`src/rtl/clint_axi_initiator_pkg.sv`:
```
// Shared definitions for the CLINT AXI initiator: FSM state encoding,
// CLINT register offsets and the AXI constants the initiator drives or checks.
package clint_axi_initiator_pkg;

  typedef enum logic [2:0] {
    ST_IDLE,
    ST_WRITE,
    ST_WRESP,
    ST_READ,
    ST_RRESP,
    ST_DONE
  } state_t;

  // CLINT register offsets (relative to the CLINT base)
  localparam logic [15:0] CLINT_MSIP     = 16'h0000;
  localparam logic [15:0] CLINT_MTIMECMP = 16'h4000;
  localparam logic [15:0] CLINT_MTIME    = 16'hBFF8;

  localparam logic [1:0] RESP_OKAY   = 2'b00;
  localparam logic [1:0] RESP_SLVERR = 2'b10;
  localparam logic [1:0] BURST_INCR  = 2'b01;

  // 8-byte beats: the initiator only supports a 64-bit data bus
  localparam logic [2:0] AXI_SIZE_8B = 3'd3;

endpackage

```
`src/rtl/clint_axi_initiator.sv`:
```
// clint_axi_initiator
// Single-outstanding AXI4 master turning register read/write requests into
// single-beat AXI4 transactions toward the CLINT slave port.
// Ports:
//   aclk, areset           clock, asynchronous active-high reset
//   req_*                  request in (valid/ready, write, addr, wdata, strb)
//   rsp_*                  response out (valid/ready, rdata, resp)
//   m_axi_clint_aw/w/b/ar/r  AXI4 master channels
module clint_axi_initiator
  import clint_axi_initiator_pkg::*;
#(
  parameter int AXI_ADDR_WIDTH = 64,
  parameter int AXI_DATA_WIDTH = 64,
  parameter int AXI_ID_WIDTH   = 6,
  parameter int AXI_USER_WIDTH = 1,
  parameter logic [AXI_ID_WIDTH-1:0] TXN_ID = '0
) (
  input  logic                        aclk,
  input  logic                        areset,
  input  logic                        req_valid,
  output logic                        req_ready,
  input  logic                        req_write,
  input  logic [AXI_ADDR_WIDTH-1:0]   req_addr,
  input  logic [AXI_DATA_WIDTH-1:0]   req_wdata,
  input  logic [AXI_DATA_WIDTH/8-1:0] req_strb,
  output logic                        rsp_valid,
  input  logic                        rsp_ready,
  output logic [AXI_DATA_WIDTH-1:0]   rsp_rdata,
  output logic [1:0]                  rsp_resp,
  output logic [AXI_ID_WIDTH-1:0]     m_axi_clint_awid,
  output logic [AXI_ADDR_WIDTH-1:0]   m_axi_clint_awaddr,
  output logic [7:0]                  m_axi_clint_awlen,
  output logic [2:0]                  m_axi_clint_awsize,
  output logic [1:0]                  m_axi_clint_awburst,
  output logic                        m_axi_clint_awlock,
  output logic [3:0]                  m_axi_clint_awcache,
  output logic [2:0]                  m_axi_clint_awprot,
  output logic [3:0]                  m_axi_clint_awqos,
  output logic [3:0]                  m_axi_clint_awregion,
  output logic [AXI_USER_WIDTH-1:0]   m_axi_clint_awuser,
  output logic                        m_axi_clint_awvalid,
  input  logic                        m_axi_clint_awready,
  output logic [AXI_DATA_WIDTH-1:0]   m_axi_clint_wdata,
  output logic [AXI_DATA_WIDTH/8-1:0] m_axi_clint_wstrb,
  output logic                        m_axi_clint_wlast,
  output logic [AXI_USER_WIDTH-1:0]   m_axi_clint_wuser,
  output logic                        m_axi_clint_wvalid,
  input  logic                        m_axi_clint_wready,
  input  logic [AXI_ID_WIDTH-1:0]     m_axi_clint_bid,
  input  logic [1:0]                  m_axi_clint_bresp,
  input  logic [AXI_USER_WIDTH-1:0]   m_axi_clint_buser,
  input  logic                        m_axi_clint_bvalid,
  output logic                        m_axi_clint_bready,
  output logic [AXI_ID_WIDTH-1:0]     m_axi_clint_arid,
  output logic [AXI_ADDR_WIDTH-1:0]   m_axi_clint_araddr,
  output logic [7:0]                  m_axi_clint_arlen,
  output logic [2:0]                  m_axi_clint_arsize,
  output logic [1:0]                  m_axi_clint_arburst,
  output logic                        m_axi_clint_arlock,
  output logic [3:0]                  m_axi_clint_arcache,
  output logic [2:0]                  m_axi_clint_arprot,
  output logic [3:0]                  m_axi_clint_arqos,
  output logic [3:0]                  m_axi_clint_arregion,
  output logic [AXI_USER_WIDTH-1:0]   m_axi_clint_aruser,
  output logic                        m_axi_clint_arvalid,
  input  logic                        m_axi_clint_arready,
  input  logic [AXI_ID_WIDTH-1:0]     m_axi_clint_rid,
  input  logic [AXI_DATA_WIDTH-1:0]   m_axi_clint_rdata,
  input  logic [1:0]                  m_axi_clint_rresp,
  input  logic                        m_axi_clint_rlast,
  input  logic [AXI_USER_WIDTH-1:0]   m_axi_clint_ruser,
  input  logic                        m_axi_clint_rvalid,
  output logic                        m_axi_clint_rready
);

  state_t state;
  logic   aw_done;
  logic   w_done;
  logic   aw_fin;
  logic   w_fin;

  // Fixed single-beat attributes
  assign m_axi_clint_awid     = TXN_ID;
  assign m_axi_clint_awlen    = 8'd0;
  assign m_axi_clint_awsize   = AXI_SIZE_8B;
  assign m_axi_clint_awburst  = BURST_INCR;
  assign m_axi_clint_awlock   = 1'b0;
  assign m_axi_clint_awcache  = 4'd0;
  assign m_axi_clint_awprot   = 3'd0;
  assign m_axi_clint_awqos    = 4'd0;
  assign m_axi_clint_awregion = 4'd0;
  assign m_axi_clint_awuser   = '0;
  assign m_axi_clint_wlast    = 1'b1;
  assign m_axi_clint_wuser    = '0;
  assign m_axi_clint_arid     = TXN_ID;
  assign m_axi_clint_arlen    = 8'd0;
  assign m_axi_clint_arsize   = AXI_SIZE_8B;
  assign m_axi_clint_arburst  = BURST_INCR;
  assign m_axi_clint_arlock   = 1'b0;
  assign m_axi_clint_arcache  = 4'd0;
  assign m_axi_clint_arprot   = 3'd0;
  assign m_axi_clint_arqos    = 4'd0;
  assign m_axi_clint_arregion = 4'd0;
  assign m_axi_clint_aruser   = '0;

  // User sideband on B/R carries nothing the initiator acts on
  logic unused_user;
  assign unused_user = ^{m_axi_clint_buser, m_axi_clint_ruser};

  // AW and W complete independently; a channel counts as finished once its
  // handshake has happened in an earlier cycle or is happening now.
  always_comb begin
    aw_fin = aw_done | (m_axi_clint_awvalid & m_axi_clint_awready);
    w_fin  = w_done  | (m_axi_clint_wvalid  & m_axi_clint_wready);
  end

  always_ff @(posedge aclk or posedge areset) begin
    if (areset) begin
      state               <= ST_IDLE;
      aw_done             <= 1'b0;
      w_done              <= 1'b0;
      req_ready           <= 1'b1;
      rsp_valid           <= 1'b0;
      rsp_rdata           <= '0;
      rsp_resp            <= RESP_OKAY;
      m_axi_clint_awaddr  <= '0;
      m_axi_clint_awvalid <= 1'b0;
      m_axi_clint_wdata   <= '0;
      m_axi_clint_wstrb   <= '0;
      m_axi_clint_wvalid  <= 1'b0;
      m_axi_clint_bready  <= 1'b0;
      m_axi_clint_araddr  <= '0;
      m_axi_clint_arvalid <= 1'b0;
      m_axi_clint_rready  <= 1'b0;
    end else begin
      case (state)
        ST_IDLE: begin
          if (req_valid && req_ready) begin
            req_ready <= 1'b0;
            if (req_write) begin
              m_axi_clint_awaddr  <= req_addr;
              m_axi_clint_wdata   <= req_wdata;
              m_axi_clint_wstrb   <= req_strb;
              m_axi_clint_awvalid <= 1'b1;
              m_axi_clint_wvalid  <= 1'b1;
              aw_done             <= 1'b0;
              w_done              <= 1'b0;
              state               <= ST_WRITE;
            end else begin
              m_axi_clint_araddr  <= req_addr;
              m_axi_clint_arvalid <= 1'b1;
              state               <= ST_READ;
            end
          end
        end
        ST_WRITE: begin
          if (m_axi_clint_awvalid && m_axi_clint_awready) m_axi_clint_awvalid <= 1'b0;
          if (m_axi_clint_wvalid && m_axi_clint_wready)   m_axi_clint_wvalid  <= 1'b0;
          aw_done <= aw_fin;
          w_done  <= w_fin;
          if (aw_fin && w_fin) begin
            m_axi_clint_bready <= 1'b1;
            state              <= ST_WRESP;
          end
        end
        ST_WRESP: begin
          if (m_axi_clint_bvalid) begin
            m_axi_clint_bready <= 1'b0;
            rsp_rdata          <= '0;
            rsp_resp           <= (m_axi_clint_bid != TXN_ID) ? RESP_SLVERR : m_axi_clint_bresp;
            rsp_valid          <= 1'b1;
            state              <= ST_DONE;
          end
        end
        ST_READ: begin
          if (m_axi_clint_arready) begin
            m_axi_clint_arvalid <= 1'b0;
            m_axi_clint_rready  <= 1'b1;
            state               <= ST_RRESP;
          end
        end
        ST_RRESP: begin
          if (m_axi_clint_rvalid) begin
            m_axi_clint_rready <= 1'b0;
            // Data is kept even when the beat is flagged as a protocol fault
            rsp_rdata          <= m_axi_clint_rdata;
            rsp_resp           <= ((m_axi_clint_rid != TXN_ID) || !m_axi_clint_rlast)
                                  ? RESP_SLVERR : m_axi_clint_rresp;
            rsp_valid          <= 1'b1;
            state              <= ST_DONE;
          end
        end
        ST_DONE: begin
          if (rsp_ready) begin
            rsp_valid <= 1'b0;
            req_ready <= 1'b1;
            state     <= ST_IDLE;
          end
        end
        default: begin
          state <= ST_IDLE;
        end
      endcase
    end
  end

endmodule

```
`config.mk`:
```
export PLATFORM = sky130hd
export DESIGN_NAME = clint_axi_initiator
export DESIGN_NICKNAME = d
export VERILOG_FILES = /design/src/rtl/clint_axi_initiator_pkg.sv /design/src/rtl/clint_axi_initiator.sv
export SDC_FILE = /design/constraint.sdc
export NUM_CORES = 1
export LEC_CHECK = 0
export BUFFER_PORTS_ARGS = -buffer_cell sky130_fd_sc_hd__clkbuf_2
export CAP_MARGIN = 0
export CELL_PAD_IN_SITES_DETAIL_PLACEMENT = 0
export CELL_PAD_IN_SITES_GLOBAL_PLACEMENT = 1
export CORE_AREA = 2 2 221 223
export CTS_CLUSTER_SIZE = 28
export DETAILED_ROUTE_END_ITERATION = 6
export DIE_AREA = 0 0 223 225
export GPL_TIMING_DRIVEN = 0
export MAX_ROUTING_LAYER = met4
export PLACE_DENSITY_LB_ADDON = 0.1
export SETUP_SLACK_MARGIN = 0.1
export SKIP_CTS_REPAIR_TIMING = 1
export SLEW_MARGIN = 20
export SYNTH_ARGS = -nofsm -noshare
export SYNTH_HDL_FRONTEND = slang
export SYNTH_SLANG_ARGS = --single-unit
```
`constraint.sdc`:
```
create_clock -name aclk -period 11.55 [get_ports aclk]
set_clock_uncertainty 0.1 [all_clocks]
set_input_delay 1.155 -clock aclk [delete_from_list [all_inputs] [get_ports aclk]]
set_output_delay 1.155 -clock aclk [all_outputs]
set_load 0.02 [all_outputs]
```
-- After elaboration in Yosys (flattened, before gate mapping)
Cells that the tools add are included.
- logic and storage cells: 107
- bits in registers: 278
- input port bits: 229
- output and inout bits: 347
- equal/unequal tests: 15
- mux-type cells: 43
- reduce and logical (&&, ||, !) cells: 28
- bitwise operators: 5
- operators with widths (kind ; number):
    64-bit two-way mux ; 2
    64-bit case mux with 2 select lines ; 1
    3-bit AND reduction ; 7
    2-bit inequality test (second input constant) ; 10
    1-bit two-way mux ; 18
    3-bit two-way mux ; 6
    3-bit case mux with 6 select lines ; 1
    1-bit case mux with 2 select lines ; 8
    4-bit AND reduction ; 4
    2-bit nonzero test ; 6
    6-bit nonzero test ; 2
    2-bit two-way mux ; 5
    3-bit by 2-bit == test with 1-bit output (second input constant) ; 2
    3-bit == test (second input constant) ; 2
    6-bit AND reduction ; 1
    1-bit logical AND ; 4
    2-bit case mux with 2 select lines ; 1
    3-bit by 1-bit == test with 1-bit output (second input constant) ; 1
    3-bit zero test ; 1
    1-bit case mux with 3 select lines ; 1
    3-bit nonzero test ; 1
    1-bit AND ; 2
    1-bit OR ; 2
    1-bit zero test ; 1
    other kinds (2) ; 2

-- Logic depth before layout (Yosys ltp)
- depth in word-level cells: 5
- depth in mapped cells: 8
- gate-level depth less buffers: 4

-- Worst setup path before layout
Ideal clock, no wire load.
- kind: in2reg
- start: in m_axi_clint_bid[1]
- end: reg rsp_resp[0]
- data arrival time: 2.369 ns
- slack: 9.007 ns
- cell stages on the path: 4
- cells stage by stage: or4_1 > or4_1 > o22a_1 > o21ai_2
- cells in the longest elaborated chain, start to end: 4
- RTL lines (what ; line ; text):
    from (decl) ; clint_axi_initiator.sv:49 ; input logic [AXI_ID_WIDTH-1:0] m_axi_clint_bid,
    6-bit nonzero test ; clint_axi_initiator.sv:170 ; rsp_resp <= (m_axi_clint_bid != TXN_ID) ? RESP_SLVERR : m_axi_clint_bresp;
    2-bit two-way mux ; clint_axi_initiator.sv:170 ;
    2-bit two-way mux ; clint_axi_initiator.sv:167 ; if (m_axi_clint_bvalid) begin
    2-bit case mux with 2 select lines ; clint_axi_initiator.sv:136 ; case (state)
    to (signal assigned) ; clint_axi_initiator.sv:170 ;
    to (signal assigned) ; clint_axi_initiator.sv:187 ; rsp_resp <= ((m_axi_clint_rid != TXN_ID) || !m_axi_clint_rlast)
    to (decl) ; clint_axi_initiator.sv:29 ; output logic [1:0] rsp_resp,
No other way between the ends. The select of a mux whose other input is x is not followed.
A chain may end at the register's enable or synchronous reset.

-- Final worst setup path
- start: reg req_ready
- end: out req_ready
- RTL lines (what ; line ; text):
    from (decl) ; clint_axi_initiator.sv:21 ; output logic req_ready,
    from (signal assigned) ; clint_axi_initiator.sv:122 ; req_ready <= 1'b1;
    from (signal assigned) ; clint_axi_initiator.sv:139 ; req_ready <= 1'b0;
    from (signal assigned) ; clint_axi_initiator.sv:196 ; req_ready <= 1'b1;
No word-level cell between the ends.

==> run summary <==
status = finished clean
Relative slew margins = 61.16%
worst-margin pin slew = 582.6 ps
first-pass GRT wire length = 55.37 mm
Vias per Instance = 4.011
most repeated cell in the gate-level netlist after synthesis = sky130_fd_sc_hd__dfrtp_1
Clk pin slew, worst setup/hold paths = 60 ps
average routed wire per standard cell = 19.08 µm
Tightest Hold Check Type = reg -> reg
cells on worst reg2reg path = 6
Area Growth Syn to Fin = 43.19%
category of cells accounting for the largest share of critical-path delay = flip-flops
CP Capture Type = primary output
standard-cell row count = 80
fillcell total = 4916
initial detailed-routing violation count = 190
initial antenna violation count = 1
WHS Path Cells = 2
count of TritonRoute iterations in the first routing pass = 4
endpoint required time on the critical path = 10300 ps
Async SR Flop Fraction = 100.0%
RR Endpoint = m_axi_clint_awaddr[17]
H-tree depth = 2
area occupied by multi-input gates = 0.003501 mm²
Post-Syn Area per Cell = 14.87 µm²
initial core utilization = 23.04%
final HPWL from detailed placement = 29.62 mm
ratio of cells with drive above 1 in the final layout = 61.81%
highest-delay cell along the critical path = sky130_fd_sc_hd__dfstp_2
power density normalized to cell area = 136.7 mW/mm²
unrepaired setup endpoints after global routing = false
Largest stage delay, worst path = 590 ps
clock tree root driver cell = sky130_fd_sc_hd__clkbuf_16
maximum number of pins on one net before global-route repair = 79
clock tree from TritonCTS = yes
routed vias = 7973
count of flip-flops with a built-in enable after synthesis = 0
number of cells in the finished layout apart from fillers = 1988
via count of the first global-routing pass = 8418
type of origin of the critical path = flop
number of placed instances with taps included = 1926
most instantiated flip-flop cell in the synthesis netlist = sky130_fd_sc_hd__dfrtp_1
die height = 225 µm
antenna viol nets, final = 0
share of the clock period used by the worst path = 22.27%
CP Data Arrival Time = 1320 ps
Residual DRC = 0
Inserted Clock Buffers = 36
number of placed I/O pins = 576
GRT Residual Overflow = 0
Tmin final = 2572 ps
cell types with the highest counts after synthesis = sky130_fd_sc_hd__dfrtp_1, sky130_fd_sc_hd__mux2_2, sky130_fd_sc_hd__buf_4
Register Area = 0.006958 mm²
post-placement setup slack = 8549 ps
post-synth top area cell = sky130_fd_sc_hd__dfrtp_1
die span in x = 223 µm
HP Start = rsp_resp[1]
Netlist cell types = 39
launching point of the worst reg2reg path = state[1]
cells along the critical path = clkbuf_2
area of the die = 0.05018 mm²
global placer's final weighted congestion = 0.7509
leakage = 9.005 nW
Final Routed Wirelength = 37.93 mm
register-to-register setup slack = 9420 ps
number of synthesis warnings = 0
Port Buffer Count = 499
count of pins over their slew limit = 0
VDD IR-drop max = 0.07565 mV
Buffers & Inverters on Critical Path = 1
floorplan core area = 0.04755 mm²
highest net fanout along the worst path = 6
timing-limited maximum frequency = 388.8 MHz
count of state elements after synthesis = 278
share of the synthesized area in the top cell type = 63.26%
synth top area cells = sky130_fd_sc_hd__dfrtp_1, sky130_fd_sc_hd__mux2_2, sky130_fd_sc_hd__a22o_1
category of the most critical setup path = reg -> out
Tot GR Track Use = 15.33%
sequential area share after synthesis = 63.50%
crit path setup slack, layout = 8978 ps
Hold Path End = rsp_resp[1]
final setup violation count = 0
Post-layout nets = 1578
Longest Clk Path Bufs = 3
reported max-cap violation count = 0
total standard cell area after synthesis = 0.01096 mm²
latest clock arrival within the worst-skew pair = 520 ps
endpoints failing hold = 0
TritonCTS sink count = 278
Syn Inst Count = 737
## tightest hold or removal path, cell delays in order, from the launching register on
cell	delay [ps]
sky130_fd_sc_hd__dfrtp_1	340
sky130_fd_sc_hd__nand2_1	40
sky130_fd_sc_hd__o21ai_0	60
## metal layers
layer	GRT usage, %	vias to the layer above	routed length [µm]
met1	16.83	3871	14650
met4	5.672	0	1110
met5	-	-	0
met2	25.30	347	18490
li1	-	3694	-
met3	5.893	61	3674
## cell usage in the layout, fill, tap and decap left out, types with 4 or more instances in the layout
cell	instances
sky130_fd_sc_hd__clkbuf_2	499
sky130_fd_sc_hd__dfrtp_1	277
sky130_fd_sc_hd__mux2_2	192
sky130_fd_sc_hd__buf_4	74
sky130_fd_sc_hd__conb_1	74
sky130_fd_sc_hd__a22o_1	64
sky130_fd_sc_hd__clkbuf_16	37
sky130_fd_sc_hd__buf_2	26
sky130_fd_sc_hd__clkbuf_1	24
sky130_fd_sc_hd__nand2_1	14
sky130_fd_sc_hd__mux2_1	8
sky130_fd_sc_hd__o21ai_0	8
sky130_fd_sc_hd__clkbuf_8	8
sky130_fd_sc_hd__nor2_1	7
sky130_fd_sc_hd__buf_1	5
sky130_fd_sc_hd__inv_1	5
sky130_fd_sc_hd__a21oi_1	4
## logic make-up after synthesis
group / after synthesis / synth area share, %
AOI/OAI and AO/OA: 92 / 6.852
other: 2 / 0.06854
buffers and inverters: 122 / 7.011
muxes: 200 / 20.55
DFF: 278 / 63.50
and+or+nand+nor: 43 / 2.010
## through the flow
stage / utilization, % / hold WS (ps) / TNS (ps) / area [µm²] / total power, W
after floorplan: - / 350.6 / 0 / 11230 / 0.001049
after global placement: 30.48 / 369.2 / -440080 / 14490 / 0.001100
after detailed placement: 30.67 / 371.1 / 0 / 14580 / 0.001103
after CTS: 32.99 / 383.8 / 0 / 15690 / 0.002193
after global routing: 33.00 / 411.9 / 0 / 15690 / 0.002238
final: 33.00 / 378.6 / 0 / 15690 / 0.002145
## power by group
group / switching [W] / total (W) / internal, W
sequential: 0 / 0.000975 / 0.000975
clock: 0.000423 / 0.00106 / 0.000638
combinational: 0.0000615 / 0.000110 / 0.0000481
## how the worst max path moves through the flow
stage,start,endpoint,cells past startpoint
after global placement,areset,rsp_rdata[22],2
after detailed placement,req_write,m_axi_clint_awaddr[15],6
after floorplan,areset,aw_done,1
after global routing,req_ready,req_ready,1
final,req_ready,req_ready,1
after CTS,req_ready,req_ready,1
## flip-flops by register name, summed over array words and instances, names as in the netlist
| name | cells |
|---|---|
| aw_done | 1 |
| m_axi_clint_wdata | 64 |
| w_done | 1 |
| m_axi_clint_wstrb | 8 |
| m_axi_clint_arvalid | 1 |
| req_ready | 1 |
| m_axi_clint_rready | 1 |
| m_axi_clint_wvalid | 1 |
| m_axi_clint_awvalid | 1 |
| m_axi_clint_bready | 1 |
| rsp_resp | 2 |
| state | 3 |
| m_axi_clint_araddr | 64 |
| rsp_rdata | 64 |
| m_axi_clint_awaddr | 64 |
| rsp_valid | 1 |
## final cells by class
class,instances,area share [%]
antenna,1,0.01595
buffer,116,4.753
clock buffer,58,6.914
clock inverter,3,0.1117
inverter,6,0.1914
multi-input combinational,409,22.31
sequential,278,44.35
tap,615,4.905
timing repair buffer,502,16.44
Power figures use the tool's default switching activity.
